File: config.mk
export PLATFORM = sky130hd
export DESIGN_NAME = mips_muldiv_flat
export DESIGN_NICKNAME = d
export VERILOG_FILES = /design/src/rtl/mips_muldiv_if.sv /design/src/rtl/mips_muldiv.sv /design/src/flat_wrapper.sv
export SDC_FILE = /design/constraint.sdc
export NUM_CORES = 1
export LEC_CHECK = 0
export BUFFER_PORTS_ARGS = -buffer_cell sky130_fd_sc_hd__clkbuf_2
export CAP_MARGIN = 5
export CORE_MARGIN = 3
export CORE_UTILIZATION = 30
export CTS_CLUSTER_SIZE = 30
export DETAILED_ROUTE_END_ITERATION = 10
export GPL_TIMING_DRIVEN = 0
export PLACE_DENSITY = 0.51
export SYNTH_ARGS = -nofsm -noshare
export SYNTH_HDL_FRONTEND = slang
export SYNTH_SLANG_ARGS = --single-unit
File: constraint.sdc
create_clock -name clk -period 3.5 [get_ports clk]
set_input_delay 1.05 -clock clk [delete_from_list [all_inputs] [get_ports clk]]
set_output_delay 1.05 -clock clk [all_outputs]
set_load 0.01 [all_outputs]
File: src/rtl/mips_muldiv_if.sv
// Pipeline-side bundle for the HI/LO multiply/divide unit: issue, MTHI/MTLO writes,
// and status/result readback.
interface mips_muldiv_if #(
    parameter int WIDTH = 32
);
    logic             start;
    logic [1:0]       op;
    logic [WIDTH-1:0] a;
    logic [WIDTH-1:0] b;
    logic             mthi;
    logic             mtlo;
    logic [WIDTH-1:0] wdata;
    logic             busy;
    logic             done;
    logic             dbz;
    logic [WIDTH-1:0] hi;
    logic [WIDTH-1:0] lo;

    modport master (
        output start, op, a, b, mthi, mtlo, wdata,
        input  busy, done, dbz, hi, lo
    );

    modport slave (
        input  start, op, a, b, mthi, mtlo, wdata,
        output busy, done, dbz, hi, lo
    );
endinterface

File: src/rtl/mips_muldiv.sv
// Iterative MULT/MULTU/DIV/DIVU unit owning HI/LO: one shift-add or restoring
// shift-subtract step per cycle on operand magnitudes, sign fix-up in a final cycle.
module mips_muldiv #(
    parameter int WIDTH = 32
) (
    input  logic          clk,
    input  logic          rst_n,
    mips_muldiv_if.slave  bus
);
    localparam int             CW   = $clog2(WIDTH);
    localparam logic [CW-1:0]  LAST = CW'(WIDTH - 1);

    typedef enum logic [1:0] {ST_IDLE, ST_CALC, ST_FIX} state_t;

    state_t             r_state;
    logic [CW-1:0]      r_cnt;
    logic [2*WIDTH-1:0] r_p;
    logic [WIDTH-1:0]   r_m;
    logic               r_is_div;
    logic               r_sign_ab;
    logic               r_sign_a;
    logic               r_b_zero;
    logic               r_busy;
    logic               r_done;
    logic               r_dbz;
    logic [WIDTH-1:0]   r_hi;
    logic [WIDTH-1:0]   r_lo;

    logic               w_signed;
    logic [WIDTH-1:0]   w_mag_a;
    logic [WIDTH-1:0]   w_mag_b;
    logic [WIDTH:0]     w_add;
    logic [WIDTH:0]     w_trial;
    logic [2*WIDTH-1:0] w_step;
    logic [2*WIDTH-1:0] w_prod;
    logic [WIDTH-1:0]   w_quo;
    logic [WIDTH-1:0]   w_rem;

    function automatic logic [WIDTH-1:0] f_mag(input logic [WIDTH-1:0] v, input logic neg);
        if (neg) begin
            return {WIDTH{1'b0}} - v;
        end else begin
            return v;
        end
    endfunction

    // Operand magnitudes, one datapath step, and the final sign-corrected results
    always_comb begin
        w_signed = ~bus.op[0];
        w_mag_a  = f_mag(bus.a, w_signed & bus.a[WIDTH-1]);
        w_mag_b  = f_mag(bus.b, w_signed & bus.b[WIDTH-1]);
        w_add    = {1'b0, r_p[2*WIDTH-1:WIDTH]}
                 + (r_p[0] ? {1'b0, r_m} : {(WIDTH+1){1'b0}});
        w_trial  = r_p[2*WIDTH-1:WIDTH-1] - {1'b0, r_m};
        if (!r_is_div) begin
            w_step = {w_add, r_p[WIDTH-1:1]};
        end else if (w_trial[WIDTH]) begin
            w_step = {r_p[2*WIDTH-2:0], 1'b0};
        end else begin
            w_step = {w_trial[WIDTH-1:0], r_p[WIDTH-2:0], 1'b1};
        end
        w_prod = r_sign_ab ? ({(2*WIDTH){1'b0}} - r_p) : r_p;
        w_quo  = f_mag(r_p[WIDTH-1:0], r_sign_ab);
        w_rem  = f_mag(r_p[2*WIDTH-1:WIDTH], r_sign_a);
    end

    // Control FSM with registered status and HI/LO
    always_ff @(posedge clk or negedge rst_n) begin
        if (!rst_n) begin
            r_state   <= ST_IDLE;
            r_cnt     <= {CW{1'b0}};
            r_p       <= {(2*WIDTH){1'b0}};
            r_m       <= {WIDTH{1'b0}};
            r_is_div  <= 1'b0;
            r_sign_ab <= 1'b0;
            r_sign_a  <= 1'b0;
            r_b_zero  <= 1'b0;
            r_busy    <= 1'b0;
            r_done    <= 1'b0;
            r_dbz     <= 1'b0;
            r_hi      <= {WIDTH{1'b0}};
            r_lo      <= {WIDTH{1'b0}};
        end else begin
            r_done <= 1'b0;
            r_dbz  <= 1'b0;
            case (r_state)
                ST_IDLE: begin
                    if (bus.start) begin
                        // Start takes priority; any coincident MTHI/MTLO is dropped
                        r_is_div  <= bus.op[1];
                        r_sign_ab <= w_signed & (bus.a[WIDTH-1] ^ bus.b[WIDTH-1]);
                        r_sign_a  <= w_signed & bus.a[WIDTH-1];
                        r_b_zero  <= bus.op[1] & (bus.b == {WIDTH{1'b0}});
                        r_m       <= bus.op[1] ? w_mag_b : w_mag_a;
                        r_p       <= {{WIDTH{1'b0}}, (bus.op[1] ? w_mag_a : w_mag_b)};
                        r_cnt     <= {CW{1'b0}};
                        r_busy    <= 1'b1;
                        r_state   <= ST_CALC;
                    end else begin
                        if (bus.mthi) begin
                            r_hi <= bus.wdata;
                        end
                        if (bus.mtlo) begin
                            r_lo <= bus.wdata;
                        end
                    end
                end
                ST_CALC: begin
                    r_p   <= w_step;
                    r_cnt <= r_cnt + {{(CW-1){1'b0}}, 1'b1};
                    if (r_cnt == LAST) begin
                        r_state <= ST_FIX;
                    end
                end
                ST_FIX: begin
                    if (!r_is_div) begin
                        {r_hi, r_lo} <= w_prod;
                    end else if (r_b_zero) begin
                        r_dbz <= 1'b1;
                    end else begin
                        r_hi <= w_rem;
                        r_lo <= w_quo;
                    end
                    r_cnt   <= {CW{1'b0}};
                    r_done  <= 1'b1;
                    r_busy  <= 1'b0;
                    r_state <= ST_IDLE;
                end
                default: begin
                    r_busy  <= 1'b0;
                    r_state <= ST_IDLE;
                end
            endcase
        end
    end

    assign bus.busy = r_busy;
    assign bus.done = r_done;
    assign bus.dbz  = r_dbz;
    assign bus.hi   = r_hi;
    assign bus.lo   = r_lo;
endmodule

File: src/flat_wrapper.sv
// flat-port wrapper written by rule: the top's interface ports become plain ports
module mips_muldiv_flat 
#(
    parameter int WIDTH = 32
)
  (clk, rst_n, bus_start, bus_op, bus_a, bus_b, bus_mthi, bus_mtlo, bus_wdata, bus_busy, bus_done, bus_dbz, bus_hi, bus_lo);
  mips_muldiv_if #(.WIDTH(WIDTH)) bus_i ();
  input  logic clk;
  input  logic rst_n;
  input wire logic [$bits(bus_i.start)-1:0] bus_start;
  input wire logic [$bits(bus_i.op)-1:0] bus_op;
  input wire logic [$bits(bus_i.a)-1:0] bus_a;
  input wire logic [$bits(bus_i.b)-1:0] bus_b;
  input wire logic [$bits(bus_i.mthi)-1:0] bus_mthi;
  input wire logic [$bits(bus_i.mtlo)-1:0] bus_mtlo;
  input wire logic [$bits(bus_i.wdata)-1:0] bus_wdata;
  output wire logic [$bits(bus_i.busy)-1:0] bus_busy;
  output wire logic [$bits(bus_i.done)-1:0] bus_done;
  output wire logic [$bits(bus_i.dbz)-1:0] bus_dbz;
  output wire logic [$bits(bus_i.hi)-1:0] bus_hi;
  output wire logic [$bits(bus_i.lo)-1:0] bus_lo;
  assign bus_i.start = bus_start;
  assign bus_i.op = bus_op;
  assign bus_i.a = bus_a;
  assign bus_i.b = bus_b;
  assign bus_i.mthi = bus_mthi;
  assign bus_i.mtlo = bus_mtlo;
  assign bus_i.wdata = bus_wdata;
  assign bus_busy = bus_i.busy;
  assign bus_done = bus_i.done;
  assign bus_dbz = bus_i.dbz;
  assign bus_hi = bus_i.hi;
  assign bus_lo = bus_i.lo;
  mips_muldiv #(.WIDTH(WIDTH)) u_core (.clk(clk), .rst_n(rst_n), .bus(bus_i));
endmodule
==> run summary, run 1 <==
• 229 um — die outline width
• 4370 um2 — register area
• 1326 — violation count after the first detailed-route iteration
• 0.291 — portion of the post-synthesis area used by sequential elements
• 7.84 um2 — average cell area after synthesis
• 2301 — Final nets
• 0 — setup violators final
• 0.231 — GR Util All Layers
• 0.167 — fraction of final layout cells with drive strength greater than 1
• 174 — register bit count reported by yosys
• 19800 uW — Final Total Pwr
• 16700 um2 — Placement Cell Area
• 0 — total count of hold-check failures in the final report
• 0.998 — fraction of the cycle the final worst path needs
• 0 — Syn. warnings
• 519 uV — worst vdd rail ir drop
• 10100 uW — Switching Power
• 2 — Longest Clk Path Bufs
• 0.680 — combinational group share of total power
• 169 — Port-buffer cells
• 229 um — Die Height
• 0.08 ns — clock slew seen by the registers of the worst setup and hold paths
• 0.46 ns — clk_lat worst skew
• 0.00767 uW — Leak Pwr
• 0.511 — switching share of power
• 0 — Antenna Diode Count
• 0 — count of maximum capacitance violations
• 174 — TritonCTS Sinks
• 0.424 — Slew headroom
• 0 — max-slew violations
• 2803 — filler-free cell count of the finished design
• 15258 — via count of the first global-routing pass
• 0.0123 ns — clk_skew
• 3.86 ns — Arrival @ worst endpoint
• reg2reg — type of the worst setup path
• finished clean — run status
• flop — endpoint kind of the worst setup timing path
• 6 — detailed-routing iteration count for the pre-antenna-repair pass
• sky130_fd_sc_hd__dfrtp_1 — Main synth FF type
• 0 — number of buffers added to fix hold violations after cts
• 2743 — # placed instances
• 4 — H-tree lvl count
• 0 — post-route ant nets
• 170 — I/O pin cnt
• 0 — grt ovf
• 22.1 um — final routed wire length divided by cell count
• sky130_fd_sc_hd__clkbuf_16 — root cell of the clock tree
• 5.58 — Avg Vias per Cell
• 4 — CP Max Fanout
• 286 MHz — upper clock frequency limit
• 15641 — via count of the routed design
• 49500 um — half-perimeter wire length of the detailed placement result
• 0.962 — RD Place Congestion
• 0 — number of enable-type register cells in the synthesized netlist
• 1 — antenna violations before repair
• flop — CP startpoint kind
• 3.49 ns — time the final worst path needs with I/O delays and setup
• 21.0% — area overhead of the layout relative to synthesis
• 0.305 — effective utilization at floorplan
• 18100 um2 — final instance area
• 5197 — fillcell total
• done — TritonCTS clock tree
• 1.00 — fraction of synthesis flops using an asynchronous set or reset pin
• 1090 nW/um2 — power density cells
• 0.005 ns — setup slack of the most critical reg-to-reg path
• 10400 um2 — area of combinational cells with multiple inputs
• 49100 um2 — core outline area
• 3.87 ns — required time at the worst-slack endpoint
• 74 — number of distinct standard cells referenced by the synthesized netlist
• 62100 um — Post-Route WL
• 94100 um — first-pass GRT wire length
• yes — setup repair after global routing missed its margin
• 0 — DR DRC count
• 0.865 ns — transition time at the pin with the least slew margin
• 17 — number of buffers created by CTS
• 9680 uW — cell internal pwr
• 15000 um2 — synthesized cell area
• 105 — maximum number of pins on one net before global-route repair
• 1909 — cell count after synthesis
• 81 — number of cell rows
• 0.101 — clock network fraction of design power
• reg2reg — Min-Delay Path Class
• 0.484 ns — Final Hold Slack
• 2084 — synthesized netlist net count
• 0.219 — part of the power in registers
• 52600 um2 — die area
[logic make-up after synthesis]
group,after synthesis,share of synthesized area
AOI/OAI and AO/OA,629,0.266
xor gates and xnor gates,173,0.101
adders and majority gates,72,0.0612
buffers and inverters,186,0.0478
DFF,174,0.291
muxes,66,0.0446
and+or+nand+nor,609,0.189
[Yosys cell counts, types with 24 or more instances]
master,number,area (um2)
sky130_fd_sc_hd__clkbuf_1,100,375
sky130_fd_sc_hd__o31ai_1,47,353
sky130_fd_sc_hd__nand2b_1,25,156
sky130_fd_sc_hd__ha_1,70,876
sky130_fd_sc_hd__inv_1,64,240
sky130_fd_sc_hd__a21o_1,34,255
sky130_fd_sc_hd__nand2_1,188,706
sky130_fd_sc_hd__nor3_1,38,190
sky130_fd_sc_hd__a21oi_1,159,796
sky130_fd_sc_hd__mux2i_1,61,611
sky130_fd_sc_hd__o211ai_1,24,180
sky130_fd_sc_hd__dfrtp_1,174,4350
sky130_fd_sc_hd__nor2_1,211,792
sky130_fd_sc_hd__nand3_1,24,120
sky130_fd_sc_hd__o21ai_0,171,856
sky130_fd_sc_hd__a211oi_1,67,503
sky130_fd_sc_hd__xor2_1,79,692
sky130_fd_sc_hd__xnor2_1,94,823
[cell usage in the layout, fill, tap and decap left out, types with 6 or more instances in the layout]
| cell | count |
|---|---|
| sky130_fd_sc_hd__nor2_1 | 208 |
| sky130_fd_sc_hd__nand2_1 | 185 |
| sky130_fd_sc_hd__clkbuf_2 | 168 |
| sky130_fd_sc_hd__dfrtp_1 | 163 |
| sky130_fd_sc_hd__o21ai_0 | 158 |
| sky130_fd_sc_hd__a21oi_1 | 150 |
| sky130_fd_sc_hd__clkbuf_1 | 93 |
| sky130_fd_sc_hd__xnor2_1 | 91 |
| sky130_fd_sc_hd__xor2_1 | 77 |
| sky130_fd_sc_hd__ha_1 | 64 |
| sky130_fd_sc_hd__inv_1 | 61 |
| sky130_fd_sc_hd__a211oi_1 | 61 |
| sky130_fd_sc_hd__mux2i_1 | 57 |
| sky130_fd_sc_hd__o31ai_1 | 44 |
| sky130_fd_sc_hd__nor3_1 | 35 |
| sky130_fd_sc_hd__a21o_1 | 34 |
| sky130_fd_sc_hd__buf_4 | 34 |
| sky130_fd_sc_hd__o211ai_1 | 24 |
| sky130_fd_sc_hd__nand3_1 | 23 |
| sky130_fd_sc_hd__nand2b_1 | 22 |
| sky130_fd_sc_hd__or3_1 | 21 |
| sky130_fd_sc_hd__a22oi_1 | 19 |
| sky130_fd_sc_hd__a31oi_1 | 18 |
| sky130_fd_sc_hd__nor2b_1 | 17 |
| sky130_fd_sc_hd__or4_1 | 17 |
| sky130_fd_sc_hd__clkbuf_16 | 17 |
| sky130_fd_sc_hd__o21a_1 | 13 |
| sky130_fd_sc_hd__buf_1 | 13 |
| sky130_fd_sc_hd__nor4_1 | 12 |
| sky130_fd_sc_hd__and3_1 | 11 |
| sky130_fd_sc_hd__o21ai_1 | 11 |
| sky130_fd_sc_hd__dfrtp_2 | 11 |
| sky130_fd_sc_hd__o41ai_1 | 9 |
| sky130_fd_sc_hd__nand4_1 | 8 |
| sky130_fd_sc_hd__and2_1 | 7 |
| sky130_fd_sc_hd__a221oi_1 | 6 |
| sky130_fd_sc_hd__a21oi_2 | 6 |
| sky130_fd_sc_hd__inv_6 | 6 |
[final cells by class]
cell class                      instances  area share
Buffer                                113      0.0267
Multi-Input combinational cell       1549       0.577
Tap cell                              664      0.0459
Clock buffer                           19      0.0239
Clock inverter                         13     0.00836
Inverter                               66      0.0138
Timing Repair Buffer                  205      0.0634
Sequential cell                       174       0.241
[power by group through the flow]
stage	Combinational (uW)	Sequential (uW)	Clock, uW
final	13500	4330	2000
after global routing	14700	4430	2100
after CTS	12700	4260	2030
after detailed placement	11900	4300	0
after global placement	11800	4290	0
after floorplan	8410	3930	0
[worst paths after layout]
kind	startpoint	end	cells past startpoint
worst max register to register	u_core.r_p[0]	u_core.bus.hi[28]	13
worst min-delay path	u_core.r_m[9]	u_core.r_m[9]	1
min in group asynchronous	rst_n	u_core.r_p[55]	1
max in group asynchronous	rst_n	u_core.r_p[46]	2
worst max-delay path	u_core.r_p[0]	u_core.bus.hi[28]	13
worst min register to register	u_core.r_m[9]	u_core.r_m[9]	1
[timing repair]
| action | CTS | global route |
|---|---|---|
| setup buffers | 23 | 13 |
| endpoints found under the setup margin | 59 | 69 |
| pin swaps | 21 | 29 |
| resized for setup | 75 | 70 |
[critical path, stage by stage (launching register included)]
cell,delay [ns]
sky130_fd_sc_hd__dfrtp_2,0.44
sky130_fd_sc_hd__inv_4,0.08
sky130_fd_sc_hd__buf_8,0.11
sky130_fd_sc_hd__ha_4,0.13
sky130_fd_sc_hd__or3b_4,0.39
sky130_fd_sc_hd__or3_4,0.34
sky130_fd_sc_hd__or3b_4,0.42
sky130_fd_sc_hd__or4_4,0.45
sky130_fd_sc_hd__o41a_4,0.41
sky130_fd_sc_hd__inv_2,0.07
sky130_fd_sc_hd__a22oi_2,0.07
sky130_fd_sc_hd__xor2_1,0.21
sky130_fd_sc_hd__nor2_1,0.10
sky130_fd_sc_hd__o31ai_1,0.19
[registers in the layout, indices dropped and copies added, names as in the netlist, 2 cells and up]
name,flops
u_core.r_state,2
u_core.r_p,64
u_core.bus.lo,32
u_core.r_cnt,5
u_core.bus.hi,32
u_core.r_m,32
[routing by layer]
| layer | global-route usage | share of wire | vias up | wire [um] |
|---|---|---|---|---|
| met5 | 0 | 0 | - | 0 |
| met4 | 0.0694 | 0.024 | 0 | 1470 |
| met3 | 0.0316 | 0.067 | 65 | 4170 |
| met2 | 0.365 | 0.45 | 593 | 28000 |
| met1 | 0.327 | 0.46 | 7648 | 28400 |
| li1 | - | - | 7335 | - |
[through the flow]
| stage | worst slack, ns | util | setup TNS, ns |
|---|---|---|---|
| 4_1_cts | -0.0369 | 0.362 | -0.0729 |
| 3_3_place_gp | -2.20 | 0.339 | -438.95 |
| 3_5_place_dp | -1.42 | 0.340 | -61.12 |
| 2_1_floorplan | -0.0407 | - | -0.0407 |
| 6_report | 0.00543 | 0.369 | 0 |
| 5_1_grt | -0.107 | 0.369 | -0.523 |
No activity file was read; power rests on OpenSTA's default activity.
==> inputs of run 2 (changes only) <==
--- a/config.mk
+++ b/config.mk
@@ -8,11 +8,11 @@
 export BUFFER_PORTS_ARGS = -buffer_cell sky130_fd_sc_hd__clkbuf_2
 export CAP_MARGIN = 5
 export CORE_MARGIN = 3
-export CORE_UTILIZATION = 30
+export CORE_UTILIZATION = 55
 export CTS_CLUSTER_SIZE = 30
 export DETAILED_ROUTE_END_ITERATION = 10
 export GPL_TIMING_DRIVEN = 0
-export PLACE_DENSITY = 0.51
+export PLACE_DENSITY = 0.82
 export SYNTH_ARGS = -nofsm -noshare
 export SYNTH_HDL_FRONTEND = slang
 export SYNTH_SLANG_ARGS = --single-unit
==> run 2 against run 1 <==
Via count up 5.3%. Maximum frequency up 0.52%. Die area down 44%. Non-clock buffer count up 8. Clock power up 4%. Clock skew up 0.0086 ns. Combinational power about the same. Design area down 1.5%. First-iteration DRC count up 71%. Wire length down 8.4%. Critical path type unchanged.
==> run summary, run 2 (synthesis gave the netlist of run 1 again) <==
• 0.09 ns — clock slew seen by the registers of the worst setup and hold paths
• 0.566 — effective utilization at floorplan
• 16476 — via count of the routed design
• 22.9 um — final routed wire length divided by cell count
• sky130_fd_sc_hd__clkbuf_16 — root cell of the clock tree
• 288 MHz — upper clock frequency limit
• 0.375 — GR Util All Layers
• 29200 um2 — die area
• 174 — TritonCTS Sinks
• 0 — setup violators final
• 171 um — Die Height
• 59 — number of cell rows
• 0 — Antenna Diode Count
• 0 — post-route ant nets
• 2 — Longest Clk Path Bufs
• reg2reg — Min-Delay Path Class
• 0.437 — Slew headroom
• 6.64 — Avg Vias per Cell
• 8 — detailed-routing iteration count for the pre-antenna-repair pass
• 0 — total count of hold-check failures in the final report
• 0.00775 uW — Leak Pwr
• 85800 um — first-pass GRT wire length
• u_core.r_p — top register by number of flip-flops
• 10400 um2 — area of combinational cells with multiple inputs
• 0.0208 ns — clk_skew
• done — TritonCTS clock tree
• yes — setup repair after global routing missed its margin
• 2197 — fillcell total
• 169 — Port-buffer cells
• reg2reg — type of the worst setup path
• 2310 — Final nets
• 20100 uW — Final Total Pwr
• 0.0236 ns — least setup slack across all paths after layout
• 171 um — die outline width
• 0 — count of maximum capacitance violations
• 0 — number of buffers added to fix hold violations after cts
• 0.993 — fraction of the cycle the final worst path needs
• 3.82 ns — Arrival @ worst endpoint
• 656 uV — worst vdd rail ir drop
• flop — endpoint kind of the worst setup timing path
• 26400 um2 — core outline area
• 15275 — via count of the first global-routing pass
• flop — CP startpoint kind
• 0 — grt ovf
• 19.3% — area overhead of the layout relative to synthesis
• 0 — max-slew violations
• 1.05 — RD Place Congestion
• 2262 — violation count after the first detailed-route iteration
• 64 — max FFs per register
• 43400 um — half-perimeter wire length of the detailed placement result
• 17 — number of buffers created by CTS
• 0 — antenna violations before repair
• 9 — CP Max Fanout
• sky130_fd_sc_hd__nor2_1 — most common cell after layout, fill and taps aside
• 0.170 — fraction of final layout cells with drive strength greater than 1
• -1.28 ns — Worst Setup Slack post-DPL
• 3.85 ns — required time at the worst-slack endpoint
• 0.46 ns — clk_lat worst skew
• 2483 — filler-free cell count of the finished design
• 0 — DR DRC count
• 2414 — # placed instances
• sky130_fd_sc_hd__nor2_1, sky130_fd_sc_hd__nand2_1, sky130_fd_sc_hd__clkbuf_2 — leading cell types in the layout, fill and taps excluded
• finished clean — run status
• 4370 um2 — register area
• 0.839 ns — transition time at the pin with the least slew margin
• 3.48 ns — time the final worst path needs with I/O delays and setup
• 170 — I/O pin cnt
• 56900 um — Post-Route WL
• 93 — maximum number of pins on one net before global-route repair
• 1120 nW/um2 — power density cells
• 4 — H-tree lvl count
==> run 2: changes by cell type in the layout (fill, tap and decap cells not counted), sizes merged <==
cell | before | now
nand2 | 188 | 189
clkbuf | 279 | 275
clkinv | 6 | 7
inv | 71 | 74
buf | 58 | 68
bufinv | 2 | 0
==> run 2: report_power, final <==
| part | switching [uW] | total [uW] | internal [uW] |
|---|---|---|---|
| Sequential | 1240 | 4260 | 3020 |
| Combinational | 7990 | 13700 | 5720 |
| Clock | 1070 | 2080 | 1010 |
==> run 2: worst paths after layout <==
check                                      start                 to  slack, ns  depth (start not counted)
worst max register to register    u_core.r_p[35]     u_core.r_p[43]       0.02                         14
worst max-delay path              u_core.r_p[35]     u_core.r_p[43]       0.02                         14
max in group asynchronous                  rst_n      u_core.r_p[0]       1.89                          2
worst min register to register  u_core.bus.lo[6]   u_core.bus.lo[6]       0.48                          1
min in group asynchronous                  rst_n  u_core.bus.hi[26]       0.66                          1
worst min-delay path            u_core.bus.lo[6]   u_core.bus.lo[6]       0.48                          1
==> run 2: through the flow <==
step           utilization  hold WS, ns  instance area (um2)  setup TNS [ns]
2_1_floorplan            -        0.442                15000         -0.0407
3_3_place_gp         0.614        0.461                16200         -368.79
3_5_place_dp         0.616        0.467                16300          -55.03
4_1_cts              0.657        0.487                17400         -0.0692
5_1_grt              0.675        0.502                17800          -0.628
6_report             0.675        0.483                17800               0
==> run 2: cell type report <==
type / count / area share
multi-input combinational: 1550 / 0.583
sequential: 174 / 0.245
clock buffer: 17 / 0.0238
clock inverter: 15 / 0.0123
tap: 335 / 0.0235
timing repair buffer: 214 / 0.0698
buffer: 112 / 0.0288
inverter: 66 / 0.0140
==> run 2: repair_timing <==
action | CTS | global route
gates resized for setup | 67 | 82
buffers inserted | 22 | 22
pin swaps | 20 | 40
endpoints found under the setup margin | 59 | 63
gates cloned | 1 | 0
==> run 2: layer usage <==
layer | vias to the layer above | share of wire | track usage
met5 | - | 0 | 0
met1 | 7736 | 0.39 | 0.505
li1 | 7357 | - | -
met2 | 1161 | 0.43 | 0.579
met4 | 0 | 0.063 | 0.185
met3 | 222 | 0.11 | 0.0749
==> run 2: worst max-delay path: stages, from the launching register on <==
cell	delay, ns
sky130_fd_sc_hd__dfrtp_1	0.57
sky130_fd_sc_hd__ha_1	0.46
sky130_fd_sc_hd__o211ai_1	0.15
sky130_fd_sc_hd__a21oi_4	0.19
sky130_fd_sc_hd__o211ai_1	0.12
sky130_fd_sc_hd__buf_4	0.16
sky130_fd_sc_hd__a211oi_2	0.21
sky130_fd_sc_hd__buf_4	0.17
sky130_fd_sc_hd__a21oi_4	0.08
sky130_fd_sc_hd__o31a_1	0.41
sky130_fd_sc_hd__nand2_4	0.22
sky130_fd_sc_hd__buf_6	0.13
sky130_fd_sc_hd__mux2i_2	0.21
sky130_fd_sc_hd__a21oi_2	0.10
sky130_fd_sc_hd__a21o_1	0.19
==> inputs of run 3 (changes only) <==
--- a/config.mk
+++ b/config.mk
@@ -12,7 +12,8 @@
 export CTS_CLUSTER_SIZE = 30
 export DETAILED_ROUTE_END_ITERATION = 10
 export GPL_TIMING_DRIVEN = 0
-export PLACE_DENSITY = 0.82
+export PLACE_DENSITY = 0.88
+export SETUP_SLACK_MARGIN = 0.02
 export SYNTH_ARGS = -nofsm -noshare
 export SYNTH_HDL_FRONTEND = slang
 export SYNTH_SLANG_ARGS = --single-unit
==> constraint.sdc (replaced) <==
create_clock -name clk -period 4.4 [get_ports clk]
set_input_delay 1.32 -clock clk [delete_from_list [all_inputs] [get_ports clk]]
set_output_delay 1.32 -clock clk [all_outputs]
set_load 0.01 [all_outputs]
==> run 3 against run 2 <==
Critical endpoint is now u_core.bus.hi[22]. Sequential share of layout area up 1.3 points. Clock power down 25%. Global-route usage down 1.1 points. Worst setup slack better by 0.057 ns. Maximum frequency down 20%. Largest cell class unchanged. Utilization down 3.5 points. Critical path depth down 1.
==> run summary, run 3 (synthesis gave the netlist of run 1 again) <==
• 43100 um — half-perimeter wire length of the detailed placement result
• 0.0805 ns — least setup slack across all paths after layout
• reg2reg — Min-Delay Path Class
• 0 — post-route ant nets
• 6.62 — Avg Vias per Cell
• sky130_fd_sc_hd__dfrtp_1 — Max stage delay cell, worst path
• 4.75 ns — required time at the worst-slack endpoint
• 0.0714 — global routing met3 resource utilization
• 0 — grt ovf
• 0 — Post CTS Setup Buffer Count
• 454 uV — worst vdd rail ir drop
• 0 — total count of hold-check failures in the final report
• 0.55 ns — Slowest Stage Delay on Critical Path
• 26400 um2 — core outline area
• 4 — H-tree lvl count
• 171 um — Die Height
• 2446 — filler-free cell count of the finished design
• -0.260 ns — Worst Setup Slack post-DPL
• 14500 uW — Final Total Pwr
• 0.566 — effective utilization at floorplan
• 0.482 — global-route met1 utilization
• yes — setup repair after global routing missed its margin
• 4350 um2 — register area
• 0.982 — fraction of the cycle the final worst path needs
• 174 — TritonCTS Sinks
• 856 nW/um2 — power density cells
• 22.3 um — final routed wire length divided by cell count
• 0 — number of buffers added to fix hold violations after cts
• 0.819 ns — transition time at the pin with the least slew margin
• 16192 — via count of the routed design
• 5 — detailed-routing iteration count for the pre-antenna-repair pass
• 0.45 ns — clk_lat worst skew
• sky130_fd_sc_hd__nor2_1 — most common cell after layout, fill and taps aside
• 13.0% — area overhead of the layout relative to synthesis
• 29200 um2 — die area
• u_core.r_p — top register by number of flip-flops
• 2234 — violation count after the first detailed-route iteration
• 2273 — Final nets
• simple AND/OR/NAND/NOR gates — cell family with the largest share of critical-path delay
• finished clean — run status
• 64 — max FFs per register
• 171 um — die outline width
• 0 — max-slew violations
• inv_1 > clkbuf_2 > ha_1 > or3b_1 > or3_4 > or3b_4 > nor4_4 > nand3_1 > nand2_2 > a41oi_1 > xor2_1 > nor2_1 > o31ai_1 — CP Cell Sequence
• 0.364 — GR Util All Layers
• 4.32 ns — time the final worst path needs with I/O delays and setup
• 0.08 ns — clock slew seen by the registers of the worst setup and hold paths
• 2 — WP buf/inv
• 170 — I/O pin cnt
• 4.67 ns — Arrival @ worst endpoint
• flop — CP startpoint kind
• 106 — maximum number of pins on one net before global-route repair
• 232 MHz — upper clock frequency limit
• 83300 um — first-pass GRT wire length
• 0.555 — met2 track demand over resource
• 9930 um2 — area of combinational cells with multiple inputs
• done — TritonCTS clock tree
• sky130_fd_sc_hd__clkbuf_16 — root cell of the clock tree
• 0.0153 ns — clk_skew
• 0.640 — final design utilization
• 0.115 — fraction of final layout cells with drive strength greater than 1
• met2 — busiest layer in global routing
• 2414 — # placed instances
• 1.05 — RD Place Congestion
• reg2reg — type of the worst setup path
• 0.00743 uW — Leak Pwr
• 0 — Antenna Diode Count
• 59 — number of cell rows
• 0 — count of maximum capacitance violations
• 2286 — fillcell total
• 15105 — via count of the first global-routing pass
• sky130_fd_sc_hd__nor2_1, sky130_fd_sc_hd__nand2_1, sky130_fd_sc_hd__dfrtp_1 — leading cell types in the layout, fill and taps excluded
• 0 — antenna violations before repair
• 54500 um — Post-Route WL
• 0 — setup violators final
• 2 — Longest Clk Path Bufs
• 0 — DR DRC count
• 10 — CP Max Fanout
• 0.450 — Slew headroom
• flop — endpoint kind of the worst setup timing path
• 17 — number of buffers created by CTS
• 169 — Port-buffer cells
run 3: cell type report:
class	count	area share
buffer	120	0.0279
clock buffer	18	0.0260
clock inverter	14	0.00999
inverter	66	0.0146
multi-input combinational	1549	0.587
sequential	174	0.257
tap	335	0.0248
timing repair buffer	170	0.0522
run 3: metrics by stage:
| stage | TNS [ns] | hold slack, ns | area [um2] |
|---|---|---|---|
| after global routing | -0.0218 | 0.512 | 16900 |
| after floorplan | 0 | 0.442 | 15000 |
| after global placement | -190.75 | 0.461 | 16200 |
| after detailed placement | -1.35 | 0.467 | 16300 |
| final | 0 | 0.482 | 16900 |
| after CTS | 0 | 0.485 | 16900 |
run 3: tightest hold or removal path: cells and delay by family, from the launching register on:
| family | cells | cell delay, ns |
|---|---|---|
| compound gates | 1 | 0.06 |
| simple gates | 1 | 0.04 |
| flops | 1 | 0.35 |
run 3: report_power, final:
part	switching (uW)	total [uW]	leakage, uW	internal, uW
registers	988	3380	0.00208	2390
clock network	763	1550	0.000294	786
logic	5740	9550	0.00505	3820
run 3: layer usage:
metal / part of all wire / up-vias
met5: 0 / -
li1: - / 7277
met1: 0.40 / 7575
met4: 0.068 / 0
met2: 0.42 / 1127
met3: 0.11 / 213
run 3: path summary, 6_finish.rpt:
kind	startpoint	endpoint	slack, ns	depth (start not counted)
hold / removal	u_core.bus.lo[31]	u_core.bus.lo[31]	0.48	2
max in group asynchronous	rst_n	u_core.r_p[39]	2.58	2
setup reg to reg	u_core.r_p[0]	u_core.bus.hi[22]	0.08	13
setup / recovery	u_core.r_p[0]	u_core.bus.hi[22]	0.08	13
min in group asynchronous	rst_n	u_core.bus.hi[10]	0.88	1
hold reg to reg	u_core.bus.lo[31]	u_core.bus.lo[31]	0.48	2
run 3: what timing repair did:
action                                  CTS  global route
endpoints found under the setup margin    7            34
cloned                                    0             0
gates resized for setup                   5             7
